<file path="src/rtl/branch_stats_counter.sv">
// branch_stats_counter
//   Counts retired, taken and (optionally) mispredicted branches from the core
//   and publishes periodic stable snapshots for the seven-segment display path.
//   Optional feature macro: BRANCH_STATS_MISPRED_EN builds the mispredict
//   counter and its snapshot. When the macro is undefined, o_mispred is tied
//   to zero and no mispredict registers exist.
module branch_stats_counter #(
    parameter int unsigned CNT_W       = 32,
    parameter int unsigned SNAP_PERIOD = 16,
    parameter bit          SATURATE    = 1'b1
) (
    input  logic             clk,
    input  logic             rstn,
    input  logic             i_br_valid,
    input  logic             i_br_taken,
    input  logic             i_br_mispred,
    input  logic             i_clr,
    input  logic             i_freeze,
    output logic [CNT_W-1:0] o_branches,
    output logic [CNT_W-1:0] o_taken,
    output logic [CNT_W-1:0] o_mispred,
    output logic             o_snap_stb,
    output logic             o_frozen
);

    localparam int unsigned      TMR_W      = (SNAP_PERIOD > 2) ? $clog2(SNAP_PERIOD) : 1;
    localparam logic [TMR_W-1:0] TMR_RELOAD = TMR_W'(SNAP_PERIOD - 1);

    typedef enum logic {
        ST_RUN    = 1'b0,
        ST_FROZEN = 1'b1
    } state_t;

    state_t           state;
    state_t           state_nxt;
    logic [TMR_W-1:0] timer;
    logic             snap_now;
    logic             count_en;
    logic [CNT_W-1:0] br_cnt;
    logic [CNT_W-1:0] tk_cnt;
    logic [CNT_W-1:0] br_snap;
    logic [CNT_W-1:0] tk_snap;
    logic             snap_stb;

    // Increment with either saturation at all-ones or natural wrap to zero.
    function automatic logic [CNT_W-1:0] bump(input logic [CNT_W-1:0] v);
        if (SATURATE && (v == '1)) begin
            return v;
        end
        return v + CNT_W'(1);
    endfunction

    // Events are counted on any edge where the registered state is RUN, so
    // the event in the cycle that requests FROZEN is still taken.
    assign count_en = (state == ST_RUN) && i_br_valid;
    assign snap_now = (timer == '0);

    // State register.
    always_ff @(posedge clk or negedge rstn) begin
        if (!rstn) begin
            state <= ST_RUN;
        end else begin
            state <= state_nxt;
        end
    end

    // Next-state logic: freeze is a level; clear never touches the state.
    always_comb begin
        state_nxt = state;
        case (state)
            ST_RUN:    if (i_freeze)  state_nxt = ST_FROZEN;
            ST_FROZEN: if (!i_freeze) state_nxt = ST_RUN;
            default:   state_nxt = ST_RUN;
        endcase
    end

    assign o_frozen = (state == ST_FROZEN);

    // Live branch and taken counters; clear has priority over events.
    always_ff @(posedge clk or negedge rstn) begin
        if (!rstn) begin
            br_cnt <= '0;
            tk_cnt <= '0;
        end else if (i_clr) begin
            br_cnt <= '0;
            tk_cnt <= '0;
        end else begin
            if (count_en) begin
                br_cnt <= bump(br_cnt);
            end
            if (count_en && i_br_taken) begin
                tk_cnt <= bump(tk_cnt);
            end
        end
    end

    // Snapshot timer: free-running down-counter, reloaded at zero or on clear.
    always_ff @(posedge clk or negedge rstn) begin
        if (!rstn) begin
            timer <= TMR_RELOAD;
        end else if (i_clr || snap_now) begin
            timer <= TMR_RELOAD;
        end else begin
            timer <= timer - TMR_W'(1);
        end
    end

    // Snapshot registers and strobe; the copy takes the pre-update live values.
    always_ff @(posedge clk or negedge rstn) begin
        if (!rstn) begin
            br_snap  <= '0;
            tk_snap  <= '0;
            snap_stb <= 1'b0;
        end else if (i_clr) begin
            br_snap  <= '0;
            tk_snap  <= '0;
            snap_stb <= 1'b0;
        end else if (snap_now) begin
            br_snap  <= br_cnt;
            tk_snap  <= tk_cnt;
            snap_stb <= 1'b1;
        end else begin
            snap_stb <= 1'b0;
        end
    end

    assign o_branches = br_snap;
    assign o_taken    = tk_snap;
    assign o_snap_stb = snap_stb;

`ifdef BRANCH_STATS_MISPRED_EN
    logic [CNT_W-1:0] mp_cnt;
    logic [CNT_W-1:0] mp_snap;

    // Live mispredict counter, same clear/freeze rules as the others.
    always_ff @(posedge clk or negedge rstn) begin
        if (!rstn) begin
            mp_cnt <= '0;
        end else if (i_clr) begin
            mp_cnt <= '0;
        end else if (count_en && i_br_mispred) begin
            mp_cnt <= bump(mp_cnt);
        end
    end

    // Mispredict snapshot, copied alongside the other snapshots.
    always_ff @(posedge clk or negedge rstn) begin
        if (!rstn) begin
            mp_snap <= '0;
        end else if (i_clr) begin
            mp_snap <= '0;
        end else if (snap_now) begin
            mp_snap <= mp_cnt;
        end
    end

    assign o_mispred = mp_snap;
`else
    logic unused_mispred;

    assign unused_mispred = i_br_mispred;
    assign o_mispred      = '0;
`endif

endmodule
</file>
<file path="config.mk">
export PLATFORM = sky130hd
export DESIGN_NAME = branch_stats_counter
export DESIGN_NICKNAME = d
export VERILOG_FILES = /design/src/rtl/branch_stats_counter.sv
export SDC_FILE = /design/constraint.sdc
export NUM_CORES = 1
export LEC_CHECK = 0
export BUFFER_PORTS_ARGS = -buffer_cell sky130_fd_sc_hd__clkbuf_2
export CAP_MARGIN = 30
export CORE_ASPECT_RATIO = 1.2
export CORE_UTILIZATION = 35
export DETAILED_ROUTE_END_ITERATION = 7
export SYNTH_ARGS = -nofsm -noshare
export SYNTH_HDL_FRONTEND = slang
export SYNTH_SLANG_ARGS = --single-unit
</file>
<file path="constraint.sdc">
create_clock -name clk -period 2.71 [get_ports clk]
set_input_delay 0.271 -clock clk [delete_from_list [all_inputs] [get_ports clk]]
set_output_delay 0.271 -clock clk [all_outputs]
set_load 0.02 [all_outputs]
</file>
Yosys cells after proc, flatten, opt, wreduce, memory -nomap -nowiden
Index checks and enable logic that the tools add are counted.
Widths: inputs -> output; s select.
{ "word_totals": {"word_cells": 44, "regBits": 134, "input_bits": 7} }
{ "classes": {"n_eq_ne": 4, "n_reduce_logical": 9, "bitwise": 1, "mux": 20, "n_addsub": 3} }
{ "ops": {"columns": ["operator", "count"], "rows": [
  ["$mux 32", 10],
  ["$add 32x1->32 const B", 2],
  ["$eq 32x32->1 const B", 2],
  ["$mux 1", 9],
  ["$ne 3x3->1 const B", 2],
  ["$reduce_bool 2->1", 3],
  ["$logic_not 4->1", 1],
  ["$mux 4", 1],
  ["$reduce_and 2->1", 2],
  ["$sub 4x1->4 const B", 1],
  ["$logic_and 1x1->1", 2],
  ["$logic_or 1x1->1", 1],
  ["$not 1->1", 1]
]} }

Longest topological paths before layout
{ "logic_depth": {"word_depth": 8, "depth_mapped": 8, "depth_no_buf": 6} }

Least setup slack after synthesis
No wires, ideal clock.
{ "synth_timing": {"path_kind": "reg2reg", "startpoint": "reg br_cnt[0]", "endpoint": "reg br_cnt[12]", "required_ns": 2.582, "setup_ns": 0.128, "arrival_time_ns": 2.114, "period_less_slack_ns": 2.242, "stages_incl_launch_ff": 8, "n_path_buf": 1, "slack_ns": 0.468, "cell_sequence": "dfrtp_1 > ha_1 > nand4_1 > or4_4 > o31ai_1 > buf_2 > nor3_1 > mux2_1"} }
{ "synth_via": {"elab_chain_cells": 6, "word_cells_on_any_way": 10, "cone_classes": "add/sub (1); eq/ne (2); mux (6); reduce/logical (1)"} }
{ "synth_lines": {"columns": ["item", "line", "rtl"], "rows": [
  ["start: declaration", "39", "logic [CNT_W-1:0] br_cnt;"],
  ["start signal: assignment", "89", "br_cnt <= bump(br_cnt);"],
  ["branches (longest 6 deep; another with $add 32x1->32)", null, null]
]} }
Parallel ways; which one is timed is not known. The select of a mux whose other input is x is not followed.
A chain may end at the register's enable or synchronous reset.

Worst setup path in the final report
{ "layout_timing": {"startpoint": "reg br_cnt[0]", "endpoint": "reg br_cnt[27]"} }
Same word-level chain as after synthesis.

==> results.cfg <==
[cts]
cts_tree = done
htree_levels = 4
clock-sinks = 134
clkLatencyLatePin_ns = 0.43
ctsRootBufferMaster = clkbuf_16
cts-buffers-inserted = 17
ctsLongestPathBuffers = 2
clk_pin_slew_ns = 0.06

[critical_path]
r2r-end = br_cnt[27]$_DFFE_PN0P_
reg2regPathDepth = 7
critPathMaxFanout = 24
startpoint = br_cnt[0]$_DFFE_PN0P_
start_kind = register
slowest_stage = or4_4
arrival_ns = 2.70
worstPathRequired_ns = 3.01
critPathMaxStageDelay_ns = 0.47
worstSetupPathType = reg2reg
crit_chain = ha_1 > nand4_1 > or4_4 > o31ai_4 > buf_4 > nor3_1 > mux2_1
r2r_slack_ns = 0.31
crit_path_end_kind = register
r2r-start = br_cnt[0]$_DFFE_PN0P_
cp-endpoint = br_cnt[27]$_DFFE_PN0P_

[finish]
regArea_um2 = 3358
multiInputGateArea_um2 = 2616
layout-drive-gt1-share_pct = 19.85
finalNetCount = 674
areaGrowthSynthToFinish_pct = 19.12
diodes = 0
nFillCells = 1694

[yosys]
synth.area.top_cells = dfrtp_1, a22o_1, buf_4, a21oi_1, or3_1
synth.distinct_cells = 51
synth_most_common_cell = dfrtp_1
synth_seq_area_share_pct = 53.73
syn-mean-instance-area_um2 = 10.68
yosys_warnings = 0
yosysTopAreaCellShare_pct = 52.05
synth_edf_count = 0
async_flop_share_pct = 100.0
netlist_area_um2 = 6250
synthCells = 585
synth_commonest_cells = dfrtp_1, a22o_1, a21oi_1, buf_4
ys.flop_type = dfrtp_1
ys_seq_elements = 134
yosysTopAreaCell = dfrtp_1

[timing]
rsz0062_at_grt = no
drv_slew = 0
fin_tns_setup_ns = 0
final-hold-violation-count = 0
slew_headroom_pct = 47.79
finalSetupViolCount = 0
fmax_mhz = 416.8
worst_slack_ns = 0.3105
tightest_slew_ns = 0.7814
clock_skew_ns = 0.008742
post-route-period-util_pct = 88.54
period_minus_slack_ns = 2.399

[global_route]
grt_start_max_net_pins = 61
grt_antenna_before_repair = 0
grt_pass1_wl_mm = 23.40
grt_pass1_vias = 4725
track_usage_pct = 16.38
overflow = 0

[job]
drv_cap = 0

[placement]
gp_congestion = 0.7665
dp_hpwl_mm = 9.578
dp_slack_ns = 0.3137
io_buffer_count = 71

[floorplanning]
ios = 105
die_h_um = 148.4
start_util_pct = 35.70
rows = 53
die_width_um = 124.0
dieArea_um2 = 18400
core_um2 = 17510

[detailed_routing]
via_count = 4774
wire_per_inst_um = 15.74
post_drt_via_cell_ratio = 5.334
drt_iter0_markers = 262
drtAntennaViolNets = 0
drcViolationCount = 0
routed_wl_mm = 14.09
first_pass_iters = 4

[power_and_ir_drop]
power.leakage_uw = 0.003343
peakVddDrop_mv = 0.4356
p_per_area_nw_per_um2 = 610.6

[hold_path]
min_path_type = in2reg

[outcome]
status = complete, no violations
metal layers:
metal / GRT usage, % / part of all wire, % / vias up
li1: - / - / 2286
met1: 19.86 / 43 / 2361
met2: 27.06 / 51 / 102
met3: 4.256 / 4.1 / 25
met4: 7.321 / 2.3 / 0
met5: 0 / 0 / -
flip-flops by register name (all words and copies together), names as in the netlist:
| signal | flops |
|---|---|
| timer | 4 |
| tk_cnt | 32 |
| o_taken | 32 |
| o_branches | 32 |
| br_cnt | 32 |
| o_frozen | 1 |
| o_snap_stb | 1 |
placed cells by master, fill, tap and decap left out, drive strengths merged, types with 5 or more instances in the layout:
cell type and instances:
or4 16, or3 25, conb 32, a21o 5, xnor2 9, and4 5, inv 17, o31ai 14
nor2 29, nand2b 5, buf 18, dfrtp 130, xor2 7, and3 7, nand4 17, nor2b 7
mux2 5, nand3 25, clkbuf 89, clkinv 6, nor3 9, o21ai 22, a22o 64, a21oi 40
nor4 6, nand2 29
where the power goes:
group	internal (uW)	switching, uW
registers	2010	8.11
logic	29.1	135
clock network	1490	874
final cells by class:
| cell class | instances | share of cell area [%] |
|---|---|---|
| flip-flops and latches | 134 | 45.11 |
| multi-input cells | 405 | 35.14 |
| inverters | 16 | 0.8067 |
| repair buffers | 90 | 7.126 |
| clock inverters | 11 | 2.034 |
| clock buffers | 19 | 6.084 |
| well taps | 220 | 3.697 |
stage by stage:
| stage | total power (uW) | instances | hold WS (ns) | util (%) | instance area [um^2] |
|---|---|---|---|---|---|
| finish | 4546 | 895 | 0.2761 | 42.52 | 7445 |
| global route | 4712 | 895 | 0.2746 | 42.52 | 7445 |
| CTS | 4603 | 895 | 0.2590 | 42.52 | 7445 |
| detailed placement | 2220 | 863 | 0.3067 | 38.96 | 6820 |
| global placement | 2215 | 863 | 0.3025 | 38.96 | 6820 |
| floorplan | 2183 | 616 | -0.02459 | - | 6366 |
what timing repair did:
action | in CTS | in global routing
buffers inserted | 0 | 0
resized for setup | 0 | 0
hold endpoints to repair | 41 | 0
hold buffers | 2 | 0
endpoints found under the setup margin | 0 | 0
critical path, delay by kind of cell (launching register included):
kind | cells | cell delay (ns)
multiplexers | 1 | 0.32
flip-flops | 1 | 0.44
buffers and inverters | 1 | 0.31
adder cells (fa/ha/maj) | 1 | 0.22
AO/OA/AOI/OAI | 1 | 0.28
AND/OR/NAND/NOR | 3 | 0.70
how the worst min path moves through the flow:
stage               slack (ns)  cells past startpoint       start               endpoint
finish                    0.28                      3  i_br_taken  tk_cnt[1]$_DFFE_PN0P_
global route              0.27                      3  i_br_taken  tk_cnt[1]$_DFFE_PN0P_
CTS                       0.26                      3  i_br_taken  tk_cnt[1]$_DFFE_PN0P_
detailed placement        0.31                      1        rstn   o_snap_stb$_DFF_PN0_
global placement          0.30                      1        rstn   o_snap_stb$_DFF_PN0_
floorplan                -0.02                      0        rstn  br_cnt[0]$_DFFE_PN0P_
kinds of logic (layout without fill, tap and decap cells):
logic type	after synthesis	in the layout	synth area share [%]
AOI/OAI and AO/OA	162	162	18.68
adders and majority gates	3	3	0.6007
buffers and inverters	77	136	6.787
muxes	7	7	1.221
other	1	32	0.06000
xor gates and xnor gates	16	16	2.242
DFF	134	134	53.73
and+or+nand+nor	185	185	16.68
No activity file was read; power rests on OpenSTA's default activity.
